==> src/rtl/fifo_protocol_monitor.sv <==
// Passive valid/ready FIFO checker: shadow occupancy and data queue, sticky
// protocol error flags, and an occupancy high watermark.
module fifo_protocol_monitor #(
  parameter int DEPTH       = 16,
  parameter int WIDTH       = 8,
  parameter int STALL_MAX   = 64,
  parameter int CHECK_DATA  = 1,
  parameter int FULL_BYPASS = 0
) (
  input  logic                         clk,
  input  logic                         rst_n,
  input  logic                         in_valid,
  input  logic                         in_ready,
  input  logic [WIDTH-1:0]             in_data,
  input  logic                         out_valid,
  input  logic                         out_ready,
  input  logic [WIDTH-1:0]             out_data,
  input  logic [$clog2(DEPTH+1)-1:0]   count,
  input  logic                         clear,
  output logic                         err_overflow,
  output logic                         err_underflow,
  output logic                         err_count,
  output logic                         err_data,
  output logic                         err_stability,
  output logic                         err_stall,
  output logic                         err_any,
  output logic [$clog2(DEPTH+1)-1:0]   occ,
  output logic [$clog2(DEPTH+1)-1:0]   max_occ
);
  localparam int CW = $clog2(DEPTH+1);
  localparam int PW = (DEPTH > 1) ? $clog2(DEPTH) : 1;
  localparam int SW = $clog2(STALL_MAX+1);

  logic          push, pop, full, empty, stall, wr_en, rd_en;
  logic [PW-1:0] wr_ptr, rd_ptr;
  logic [CW-1:0] occ_nxt, max_nxt;
  logic [SW-1:0] stall_cnt, stall_nxt;
  logic          stalled_q;
  logic [WIDTH-1:0] hold_data;
  logic          ovf_bad, unf_bad, cnt_bad, data_bad, stab_bad, stall_bad;
  logic [5:0]    err_q, det;

  function automatic logic [PW-1:0] ptr_inc(input logic [PW-1:0] p);
    return (p == PW'(DEPTH-1)) ? '0 : p + 1'b1;
  endfunction

  assign push  = in_valid && in_ready;
  assign pop   = out_valid && out_ready;
  assign full  = (occ == CW'(DEPTH));
  assign empty = (occ == '0);
  assign stall = out_valid && !out_ready;

  // A pop with nothing stored is underflow and never consumes an entry; a
  // push at full is only taken when a real pop frees the slot that cycle.
  assign rd_en   = pop && !empty;
  assign wr_en   = push && (!full || rd_en);
  assign occ_nxt = occ + CW'(wr_en) - CW'(rd_en);
  assign max_nxt = clear ? occ_nxt : ((occ_nxt > max_occ) ? occ_nxt : max_occ);

  assign stall_nxt = !stall ? '0 :
                     (stall_cnt == SW'(STALL_MAX)) ? stall_cnt : stall_cnt + 1'b1;

  assign ovf_bad   = full && in_ready && ((FULL_BYPASS == 0) || !pop);
  assign unf_bad   = empty && out_valid;
  assign cnt_bad   = (count != occ) || (count > CW'(DEPTH));
  assign stab_bad  = stalled_q && (!out_valid || (out_data != hold_data));
  assign stall_bad = stall && (stall_nxt == SW'(STALL_MAX));

  generate
    if (CHECK_DATA != 0) begin : g_data
      logic [DEPTH-1:0][WIDTH-1:0] mem;
      always_ff @(posedge clk) begin
        if (wr_en) mem[wr_ptr] <= in_data;
      end
      assign data_bad = rd_en && (out_data != mem[rd_ptr]);
    end else begin : g_nodata
      assign data_bad = 1'b0;
    end
  endgenerate

  assign det = {ovf_bad, unf_bad, cnt_bad, data_bad, stab_bad, stall_bad};

  always_ff @(posedge clk) begin
    if (!rst_n) begin
      occ       <= '0;
      max_occ   <= '0;
      wr_ptr    <= '0;
      rd_ptr    <= '0;
      stall_cnt <= '0;
      stalled_q <= 1'b0;
      hold_data <= '0;
      err_q     <= '0;
    end else begin
      occ       <= occ_nxt;
      max_occ   <= max_nxt;
      if (wr_en) wr_ptr <= ptr_inc(wr_ptr);
      if (rd_en) rd_ptr <= ptr_inc(rd_ptr);
      stall_cnt <= stall_nxt;
      stalled_q <= stall;
      if (stall) hold_data <= out_data;
      // New detections win over a same-cycle clear.
      err_q     <= (err_q & {6{~clear}}) | det;
    end
  end

  assign {err_overflow, err_underflow, err_count,
          err_data, err_stability, err_stall} = err_q;
  assign err_any = |err_q;
endmodule

==> config.mk <==
export PLATFORM = sky130hd
export DESIGN_NAME = fifo_protocol_monitor
export DESIGN_NICKNAME = d
export VERILOG_FILES = /design/src/rtl/fifo_protocol_monitor.sv
export SDC_FILE = /design/constraint.sdc
export NUM_CORES = 1
export LEC_CHECK = 0
export ABC_AREA = 0
export CAP_MARGIN = 0
export CORE_AREA = 5 5 118 120
export DETAILED_ROUTE_END_ITERATION = 8
export DIE_AREA = 0 0 123 125
export PLACE_DENSITY = 0.81
export SLEW_MARGIN = 40
export SYNTH_ARGS = -nofsm -noshare
export SYNTH_HDL_FRONTEND = slang
export SYNTH_SLANG_ARGS = --single-unit
==> constraint.sdc <==
create_clock -name clk -period 5.1 [get_ports clk]
set_clock_uncertainty 0.05 [all_clocks]
set_input_delay 1.02 -clock clk [delete_from_list [all_inputs] [get_ports clk]]
set_output_delay 1.02 -clock clk [all_outputs]
set_load 0.01 [all_outputs]
==> reports/metrics.csv <==
metric;value;unit
leak pwr;2.78;nW
yosys warns;0;
initial DRC count;425;
outcome;complete, no violations;
maximum clock rate;0.224;GHz
Final Max Tran Viols;0;
net total in the final layout;614;
worst endpoint required time;5.38;ns
CTS root buf;clkbuf_16;
PostCTS Resize Cnt;0;
final instance area;8500;sq um
Synth area leader;edfxtp_1;
unrepaired setup endpoints after global routing;no;
synthesized cell area;7360;sq um
area of the multi-input gates;2500;sq um
Mapped Avg Cell Area;14.1;sq um
Peak VDD IR;0.000338;V
max cap viols;0;
async set-reset flop share out of synthesis;0;%
syn_nets;567;
worst-skew pair later-pin latency;0.43;ns
total I/O pin count;45;
grt total ovfl;0;
Post-synth top cells;edfxtp_1 (128), nor2_1 (41), dfxtp_1 (40);
synthesized flop and latch total;168;
# fillers;880;
gr usage total;21.0;%
initial antenna violation count;0;
routed length per instance;20.4;um
period utilisation layout;87.7;%
sequential element share of the synthesized area;63.1;%
total wire length;15.3;mm
met2 usage;34.7;%
Post-synth EDFFs;128;
GR Util met1;26.7;%
final hold vios;0;
top-count cell post-synth;edfxtp_1;
row cnt;42;
clock sink total;168;
clock buffer depth;2;
crit end category;register;
Synth area leaders;edfxtp_1 (52%), dfxtp_1 (11%), mux4_2 (4.6%);
Starting Density;57.1;%
Crit Path Class;input pin to register;
CTS tree;done;
met3 GRT Util;5.42;%
share of cells above drive strength 1;11.4;%
gpl congestion;0.824;
# diodes;0;
Worst Max-Slew Pin Slew;0.866;ns
global route hottest layer;met2;
die area;15400;sq um
H-tree levels;4;
die width;123;um
final setup violation count;0;
Port Buffers;44;
postcts setup bufs;0;
crit path DAT;4.75;ns
Total Power;3.66;mW
fin util;66.0;%
P&R area growth vs syn;15.6;%
worst min-delay path class;register to register;
max_slew headroom;42.1;%
largest net degree at the start of global routing;31;
placed cell area;7940;sq um
predominant post-synthesis flop cell;edfxtp_1;
cts bufs inserted;17;
DR vias/cell;5.93;
Final Critical Period;4.47;ns
die height;125;um
first-pass GRT wire length;24.3;mm
Pwr Density;431;nW/um^2
FF+latch area;4650;sq um
Post-DP HPWL;10.5;mm
CORE AREA;12900;sq um
Initial DRT Pass Iterations;7;
Post-route DRC;0;
number of global-route vias before repair;4684;
startpoint types;input pin;
library cells used by synthesis;52;
number of routed nets with antenna violations;0;
Worst-path clk slew;0.06;ns
setup TNS;0;ns
CTS Hold Bufs;0;
area share of the largest cell type after synthesis;52.2;%
Vias;4470;
Cells after Synth;520;
Worst Path Max Fanout;7;
[area by class of cell]
class                      count  share of cell area [%]
tap                          176                    2.59
clock buffer                  19                    5.09
sequential                   168                    54.7
timing repair buffer          53                    5.97
multi-input combinational    309                    29.4
clock inverter                11                    1.47
inverter                      18                   0.795
[per-layer routing]
metal	vias up	part of all wire, %
met5	-	0
li1	2037	-
met2	220	50
met3	30	7.5
met1	2183	41
met4	0	2.0
[where the power goes]
group	internal [mW]	leakage, nW	switching (mW)
combinational	0.401	1.04	0.457
clock	0.715	0.259	0.501
sequential	1.52	1.48	0.0641
total	2.64	2.78	1.02
[kinds of logic (layout without fill, tap and decap cells)]
group | Yosys count | count (layout) | synth area share (%)
buf+inv | 43 | 101 | 3.16
simple gates | 122 | 122 | 7.70
fa+ha+maj | 19 | 19 | 3.33
compound gates | 71 | 71 | 6.60
xor+xnor | 46 | 46 | 5.48
flops | 168 | 168 | 63.1
mux | 51 | 51 | 10.6
[worst max-delay path, stage by stage]
cell and delay [ns]:
clkdlybuf4s50_1 0.54, nand2_1 0.09, a21oi_1 0.18, inv_1 0.10, ha_1 0.28, inv_1 0.04
ha_1 0.19, fa_1 0.42, xor2_1 0.31, ha_1 0.31, o21a_1 0.12, o21a_1 0.17
o21a_1 0.19, o22ai_1 0.41, a21oi_1 0.14, a311oi_1 0.24
[sequential cells by signal, summed over array words and instances, names as in the netlist]
| register | flops |
|---|---|
| rd_ptr | 4 |
| hold_data | 8 |
| err_q | 6 |
| wr_ptr | 4 |
| stalled_q | 1 |
| g_data.mem | 128 |
| occ | 5 |
| max_occ | 5 |
| stall_cnt | 7 |
[final timing paths]
| check | depth (start not counted) | start | slack [ns] | to |
|---|---|---|---|---|
| worst max register to register | 16 | occ[2]$_SDFF_PN0_ | 0.82 | max_occ[2]$_SDFFE_PN0P_ |
| worst min register to register | 2 | hold_data[2]$_SDFFE_PN0P_ | 0.42 | hold_data[2]$_SDFFE_PN0P_ |
| worst max-delay path | 16 | out_valid | 0.63 | max_occ[2]$_SDFFE_PN0P_ |
| worst min-delay path | 2 | hold_data[2]$_SDFFE_PN0P_ | 0.42 | hold_data[2]$_SDFFE_PN0P_ |
[per-stage QoR]
step | std cells | hold slack [ns] | setup WS [ns]
after floorplan | 520 | 0.374 | 0.897
after global placement | 724 | 0.391 | 0.412
after detailed placement | 724 | 0.410 | 0.228
after CTS | 754 | 0.419 | 0.663
after global routing | 754 | 0.435 | 0.345
final | 754 | 0.421 | 0.626
[cells in the final DEF, fill, tap and decap left out, types with 5 or more instances in the layout]
cell,n
inv_1,18
nand2_1,34
mux4_2,15
ha_1,18
buf_4,9
xor2_1,28
clkbuf_16,17
clkdlybuf4s50_1,44
xnor2_1,18
nor2_2,8
mux2i_1,31
and2_1,6
nor2_1,33
nand3_1,13
nor3_1,8
edfxtp_1,128
a21oi_1,29
dfxtp_1,38
a22o_1,5
o21ai_0,8
mux4_1,5
No activity file was read; power rests on OpenSTA's default activity.
